## config.mk

```make
export PLATFORM = sky130hd
export DESIGN_NAME = interval_timer_ctrl
export DESIGN_NICKNAME = d
export VERILOG_FILES = /design/src/rtl/interval_timer_ctrl.sv
export SDC_FILE = /design/constraint.sdc
export NUM_CORES = 1
export LEC_CHECK = 0
export ABC_AREA = 1
export CELL_PAD_IN_SITES_DETAIL_PLACEMENT = 1
export CELL_PAD_IN_SITES_GLOBAL_PLACEMENT = 2
export CORE_MARGIN = 1.5
export CORE_UTILIZATION = 28
export DETAILED_ROUTE_END_ITERATION = 10
export PLACE_DENSITY = 0.79
export RECOVER_POWER = 100
export SYNTH_ARGS = -nofsm -noshare
export SYNTH_HDL_FRONTEND = slang
export SYNTH_SLANG_ARGS = --single-unit
```

## constraint.sdc

```tcl
create_clock -name clk -period 2 [get_ports clk]
set_input_delay 0.5 -clock clk [delete_from_list [all_inputs] [get_ports clk]]
set_output_delay 0.5 -clock clk [all_outputs]
set_load 0.1 [all_outputs]
```

## src/rtl/interval_timer_ctrl.sv

```systemverilog
// Programmable interval timer controller: sequences a divide-by-100 prescaler,
// counts its ticks down from a latched interval and pulses done on expiry.
module interval_timer_ctrl #(
    parameter int unsigned CNT_W = 8
) (
    input  logic             clk,
    input  logic             rst,
    input  logic             start,
    input  logic             stop,
    input  logic             clear,
    input  logic             periodic,
    input  logic [CNT_W-1:0] load_val,
    input  logic             tick,
    output logic             div_ena,
    output logic             div_clr,
    output logic             busy,
    output logic             done,
    output logic [CNT_W-1:0] remaining
);

    typedef enum logic [1:0] {
        S_IDLE  = 2'd0,
        S_ARM   = 2'd1,
        S_RUN   = 2'd2,
        S_PAUSE = 2'd3
    } state_t;

    state_t           r_state;
    state_t           w_state_nxt;
    logic [CNT_W-1:0] r_remaining;
    logic [CNT_W-1:0] w_remaining_nxt;
    logic [CNT_W-1:0] r_reload;
    logic [CNT_W-1:0] w_reload_nxt;
    logic             r_done;
    logic             w_done_nxt;
    logic             w_expire;
    logic             r_div_ena;
    logic             r_div_clr;
    logic             r_busy;

    // State register plus datapath; Moore outputs are registered from the next state
    always_ff @(posedge clk or negedge rst) begin
        if (!rst) begin
            r_state     <= S_IDLE;
            r_remaining <= '0;
            r_reload    <= '0;
            r_done      <= 1'b0;
            r_div_ena   <= 1'b0;
            r_div_clr   <= 1'b1;
            r_busy      <= 1'b0;
        end else begin
            r_state     <= w_state_nxt;
            r_remaining <= w_remaining_nxt;
            r_reload    <= w_reload_nxt;
            r_done      <= w_done_nxt;
            r_div_ena   <= (w_state_nxt == S_RUN);
            r_div_clr   <= (w_state_nxt == S_IDLE) || (w_state_nxt == S_ARM);
            r_busy      <= (w_state_nxt != S_IDLE);
        end
    end

    // Next-state and datapath decode; clear beats stop beats start
    always_comb begin
        w_state_nxt     = r_state;
        w_remaining_nxt = r_remaining;
        w_reload_nxt    = r_reload;
        w_done_nxt      = 1'b0;
        w_expire        = 1'b0;

        if (clear) begin
            w_state_nxt     = S_IDLE;
            w_remaining_nxt = '0;
        end else begin
            case (r_state)
                S_IDLE: begin
                    if (start && !stop) begin
                        if (load_val != '0) begin
                            w_reload_nxt    = load_val;
                            w_remaining_nxt = load_val;
                            w_state_nxt     = S_ARM;
                        end else begin
                            w_done_nxt = 1'b1;
                        end
                    end
                end
                S_ARM: begin
                    w_state_nxt = S_RUN;
                end
                S_RUN: begin
                    if (tick) begin
                        if (r_remaining > CNT_W'(1)) begin
                            w_remaining_nxt = r_remaining - CNT_W'(1);
                        end else if (r_remaining == CNT_W'(1)) begin
                            w_expire   = 1'b1;
                            w_done_nxt = 1'b1;
                            // Periodic reload skips ARM so the prescaler phase carries over
                            if (periodic) begin
                                w_remaining_nxt = r_reload;
                            end else begin
                                w_remaining_nxt = '0;
                                w_state_nxt     = S_IDLE;
                            end
                        end
                    end
                    if (stop && !w_expire) begin
                        w_state_nxt = S_PAUSE;
                    end
                end
                S_PAUSE: begin
                    if (start && !stop) begin
                        w_state_nxt = S_RUN;
                    end
                end
                default: begin
                    w_state_nxt = S_IDLE;
                end
            endcase
        end
    end

    assign div_ena   = r_div_ena;
    assign div_clr   = r_div_clr;
    assign busy      = r_busy;
    assign done      = r_done;
    assign remaining = r_remaining;

endmodule

```

# Word-level counts from Yosys, hierarchy flattened
# Index checks and enable logic that the tools add are counted.
[classes] n_reduce_logical=12 mux=27 n_eq_ne=10 order_cmp=1 addsub=1 bitwise=1
[ops] operator="8-bit 2-to-1 mux" count=7
[ops] operator="2-bit 2-to-1 mux" count=9
[ops] operator="8-bit case mux with 2 select lines" count=1
[ops] operator="3-bit != test (second input constant)" count=3
[ops] operator="8-bit by 1-bit equality test with 1-bit output (second input constant)" count=1
[ops] operator="8-bit by 1-bit greater-than comparator with 1-bit output (second input constant)" count=1
[ops] operator="1-bit 2-to-1 mux" count=8
[ops] operator="2-bit case mux with 4 select lines" count=1
[ops] operator="8-bit nonzero test" count=1
[ops] operator="8-bit by 1-bit subtractor with 8-bit output (second input constant)" count=1
[ops] operator="2-bit equality test (second input constant)" count=3
[ops] operator="5-bit AND reduction" count=1
[ops] operator="2-bit by 1-bit equality test with 1-bit output (second input constant)" count=2
[ops] operator="2-bit zero test" count=2
[ops] operator="4-bit != test (second input constant)" count=1
[ops] operator="4-bit AND reduction" count=1
[ops] operator="3-bit nonzero test" count=1
[ops] operator="1-bit logical AND" count=2
[ops] operator="1-bit zero test" count=2
[ops] operator="1-bit case mux with 2 select lines" count=1
[ops] operator="2-bit nonzero test" count=1
[ops] operator="1-bit logical OR" count=1
[ops] operator="1-bit inverter" count=1
[word_totals] output_inout_bits=12 ff_bits=22 in_bits=15 wordCells=59

# Longest topological paths before layout
[logic_depth] ltp_word=13 ltp_mapped=11 ltp_nobuf=11

# Worst setup path after synthesis
# Ideal clock, no wire load.
[synth_path] path_type="register to register" startpoint="reg r_remaining[0], in the netlist remaining[0]" endpoint="reg r_remaining[7], in the netlist remaining[7]" path_slack_ns=-0.196 n_path_buf=0 setup_ns=0.069 period_less_slack_ns=2.196 stages_incl_launch_ff=12 arrival_ns=2.127 t_required_ns=1.931 path_cell_list="dfrtp_1 > inv_1 > ha_1 > nand2_2 > nand2_2 > nand2_4 > nand2_2 > nand2_4 > nand2_8 > inv_4 > nand3_1 > nand2_1"
[synth_between] elab_chain_len=5 word_cells_on_any_way=9 cone_classes="add/sub: 1; order compare: 1; eq/ne: 2; mux: 4; reduce/logical: 1"
[synth_rtl] element="start, declared" line_no="30" source="logic [CNT_W-1:0] r_remaining;"
[synth_rtl] element="start signal, assigned" line_no="53" source="r_remaining <= w_remaining_nxt;"
[synth_rtl] element="8-bit by 1-bit subtractor with 8-bit output or 8-bit by 1-bit greater-than comparator with 1-bit output (tied branches)" line_no="92, 91"
[synth_rtl] element="8-bit 2-to-1 mux" line_no="91" source="if (r_remaining > CNT_W'(1)) begin"
[synth_rtl] element="8-bit 2-to-1 mux" line_no="90" source="if (tick) begin"
[synth_rtl] element="8-bit case mux with 2 select lines" line_no="74" source="case (r_state)"
[synth_rtl] element="8-bit 2-to-1 mux" line_no="70" source="if (clear) begin"
# Parallel ways exist; a longest one is shown, timed or not. The select of a mux whose other input is x is not followed.
# A chain may end at the register's enable or synchronous reset.

# Worst setup path in the final report
[layout_path] startpoint="in load_val[2]" endpoint="reg r_remaining[6], in the netlist remaining[6]"
[layout_between] elab_chain_len=3
[layout_rtl] element="start, declared" line_no="12" source="input logic [CNT_W-1:0] load_val,"
[layout_rtl] element="8-bit nonzero test" line_no="77" source="if (load_val != '0) begin"
[layout_rtl] element="3-bit != test (no source line)"
[layout_rtl] element="5-bit AND reduction (no source line)"
# Every way passes these cells.

==> summary.txt <==
Logic synthesis
  • EDFF count, synth: 0
  • Syn Area/Cell: 7.294 µm²
  • Yosys cell types: 25
  • Synth Cell Area: 0.001371 mm²
  • Synth Instances: 188
  • Most common flop cell mapped by yosys: dfrtp_1
  • Seq cells post-synth: 22
  • Largest cells by area after synthesis: dfrtp_1 (38%), nand3_1 (14%), nand2_1 (11%)
  • Cell accounting for the most synthesized area: dfrtp_1
  • Sequential area share after synthesis: 40.24%
  • Synth top area share: 38.32%
  • Yosys warning total: 0
  • Syn_nets: 205
  • Asr flop ratio synth: 100.0%

Timing
  • Clock Skew: 0.003509 ns
  • F_max: 0.5459 GHz
  • Slew headroom: 63.97%
  • Count of final setup violators: 0
  • Least-Margin Pin Slew: 0.5427 ns
  • Fin Hold WS: 0.4958 ns
  • Final max-slew violation count: 0
  • Final worst slack: 0.1680 ns
  • Tcrit/Tclk final: 91.60%
  • Fin. Hold Viols: 0
  • Minimum clock period: 1.832 ns
  • RSZ-0062 raised after global routing: no

Routing
  • DRT Pass-1 Iters: 4
  • DR vias: 1296
  • Vias/cell: 4.531
  • WL final: 3802 µm
  • Per-cell routed wire length: 13.29 µm
  • Antenna Nets Post-Route: 0
  • Initial DRC count: 59
  • Post-route DRC: 0

Die
  • Num rows: 25
  • Die W: 72.98 µm
  • Initial Util: 29.03%
  • Ports: 27
  • Placeable Area: 0.004723 mm²
  • Die height: 72.98 µm
  • Die area: 0.005326 mm²

Place
  • GP Congestion: 0.7846
  • Post-DP HPWL: 3035 µm
  • Pre-CTS WS: -0.1016 ns
  • Input/output buffers: 26

Global routing
  • Vias in the first global route: 1353
  • Largest net degree at the start of global routing: 23
  • First-pass GRT wire length: 6699 µm
  • GRT Util Overall: 16.20%
  • Initial antenna violation count: 0
  • Total gr overflow: 0

Run
  • Max Cap Viol: 0

Setup path
  • Worst path arrival time: 1.99 ns
  • R2R setup slack: 0.25 ns
  • Critical R2R Capture: remaining[6]$_DFFE_PN0P_
  • CP endpoint: remaining[6]$_DFFE_PN0P_
  • Nature of the critical path endpoint: flop
  • WS Path Type: input port to flop
  • Critical path data required time: 2.15 ns
  • Max Fanout on Critical Path: 10
  • Worst setup path start: load_val[2]
  • Worst Setup Start Kind: input port
  • R2r worst-path depth: 9
  • R2R Path Start: remaining[0]$_DFFE_PN0P_

Cells and area
  • Share of layout cells above drive strength 1: 16.44%
  • Final nets: 237
  • Area Growth Syn to Fin: 26.82%
  • Ant diodes: 0
  • Most frequent cells in the layout: nand2_1 (40), nand3_1 (38), nor2_1 (22)
  • Filler cells: 594
  • Commonest non-fill, non-tap cell in the layout: nand2_1

Clocking
  • CTS Root Cell: clkbuf_8
  • Setup Buffers After CTS: 0
  • H-tree Lvls: 1
  • CTS Buf Count: 3
  • CTS hold repair buffers: 0
  • Maximum root-to-sink buffer count: 2
  • TritonCTS clock tree: built
  • Clk_lat worst skew: 0.26 ns
  • # clock sinks: 22
  • Clk pin slew, worst setup/hold paths: 0.08 ns
  • Post-CTS sizing: 0

Min path
  • Hold Startpoint: r_reload[3]$_DFFE_PN0P_
  • HP Class: flop to flop
  • Hold Path Cell Cnt: 2

Power
  • Pwr per Cell Area: 832.9 mW/mm²
  • Leak pwr: 0.8533 nW
  • Peak VDD IR: 0.3194 mV

Status
  • Status: complete, no violations
logic make-up after synthesis:
logic type	Yosys count	share of synthesized area, %
buf+inv	26	7.390
flops	22	40.24
xor+xnor	3	1.916
compound gates	20	7.482
fa+ha+maj	2	1.825
simple gates	115	41.15
worst max-delay path: stages:
cell and delay [ns]:
clkdlybuf4s50_1 0.43, nor2_1 0.13, nand2_1 0.09, o21ai_0 0.27, nand2_1 0.20, nand2_8 0.15, nand2_1 0.08, nand3_1 0.08
nand2_1 0.06
state kept, by name, indices dropped and copies added, names as in the netlist:
name,flops
busy,1
div_clr,1
div_ena,1
done,1
r_reload,8
r_state,2
remaining,8
per-layer routing:
metal  GRT usage, %  part of all wire, %
met5              0                    0
met4          4.612                 0.82
met3          1.796                  2.5
met2          25.15                   46
met1          23.72                   51
Yosys cell counts, types with 3 or more instances:
cell type / count
nand2_2: 5
xnor2_1: 3
nand2_1: 39
o21ai_1: 9
nor2_4: 3
clkbuf_1: 3
inv_1: 17
nor2_1: 21
inv_2: 3
dfrtp_1: 21
a21oi_1: 8
nand3_1: 38
area by class of cell:
cell class,count,area [µm²],area share (%)
clock buffer,4,45.04,2.590
inverter,22,82.58,4.748
multi-input combinational,140,708.2,40.72
sequential,22,551.8,31.73
tap,67,83.83,4.820
timing repair buffer,31,267.8,15.40
how the worst min path moves through the flow:
stage	to	slack, ns
CTS	r_reload[4]$_DFFE_PN0P_	0.50
global route	r_reload[0]$_DFFE_PN0P_	0.55
global placement	r_reload[7]$_DFFE_PN0P_	0.48
floorplan	busy$_DFF_PN0_	0.20
finish	r_reload[3]$_DFFE_PN0P_	0.50
detailed placement	r_reload[4]$_DFFE_PN0P_	0.48
power breakdown:
part | internal (W) | switching [W] | total (W)
logic | 0.000181 | 0.000423 | 0.000604
registers | 0.000503 | 0.0000519 | 0.000555
clock network | 0.000142 | 0.000148 | 0.000290
total | 0.000826 | 0.000622 | 0.00145
per-stage QoR:
| stage | utilization, % | instances | TNS, ns | total power (W) | instance area (µm²) |
|---|---|---|---|---|---|
| after floorplan | - | 188 | 0 | 0.001003 | 1374 |
| after global placement | 39.10 | 282 | -1.056 | 0.001240 | 1847 |
| after detailed placement | 39.10 | 282 | -0.7224 | 0.001246 | 1847 |
| after CTS | 40.05 | 286 | 0 | 0.001537 | 1892 |
| after global routing | 36.82 | 286 | 0 | 0.001539 | 1739 |
| final | 36.82 | 286 | 0 | 0.001449 | 1739 |
(Power assumes the default switching activity.)
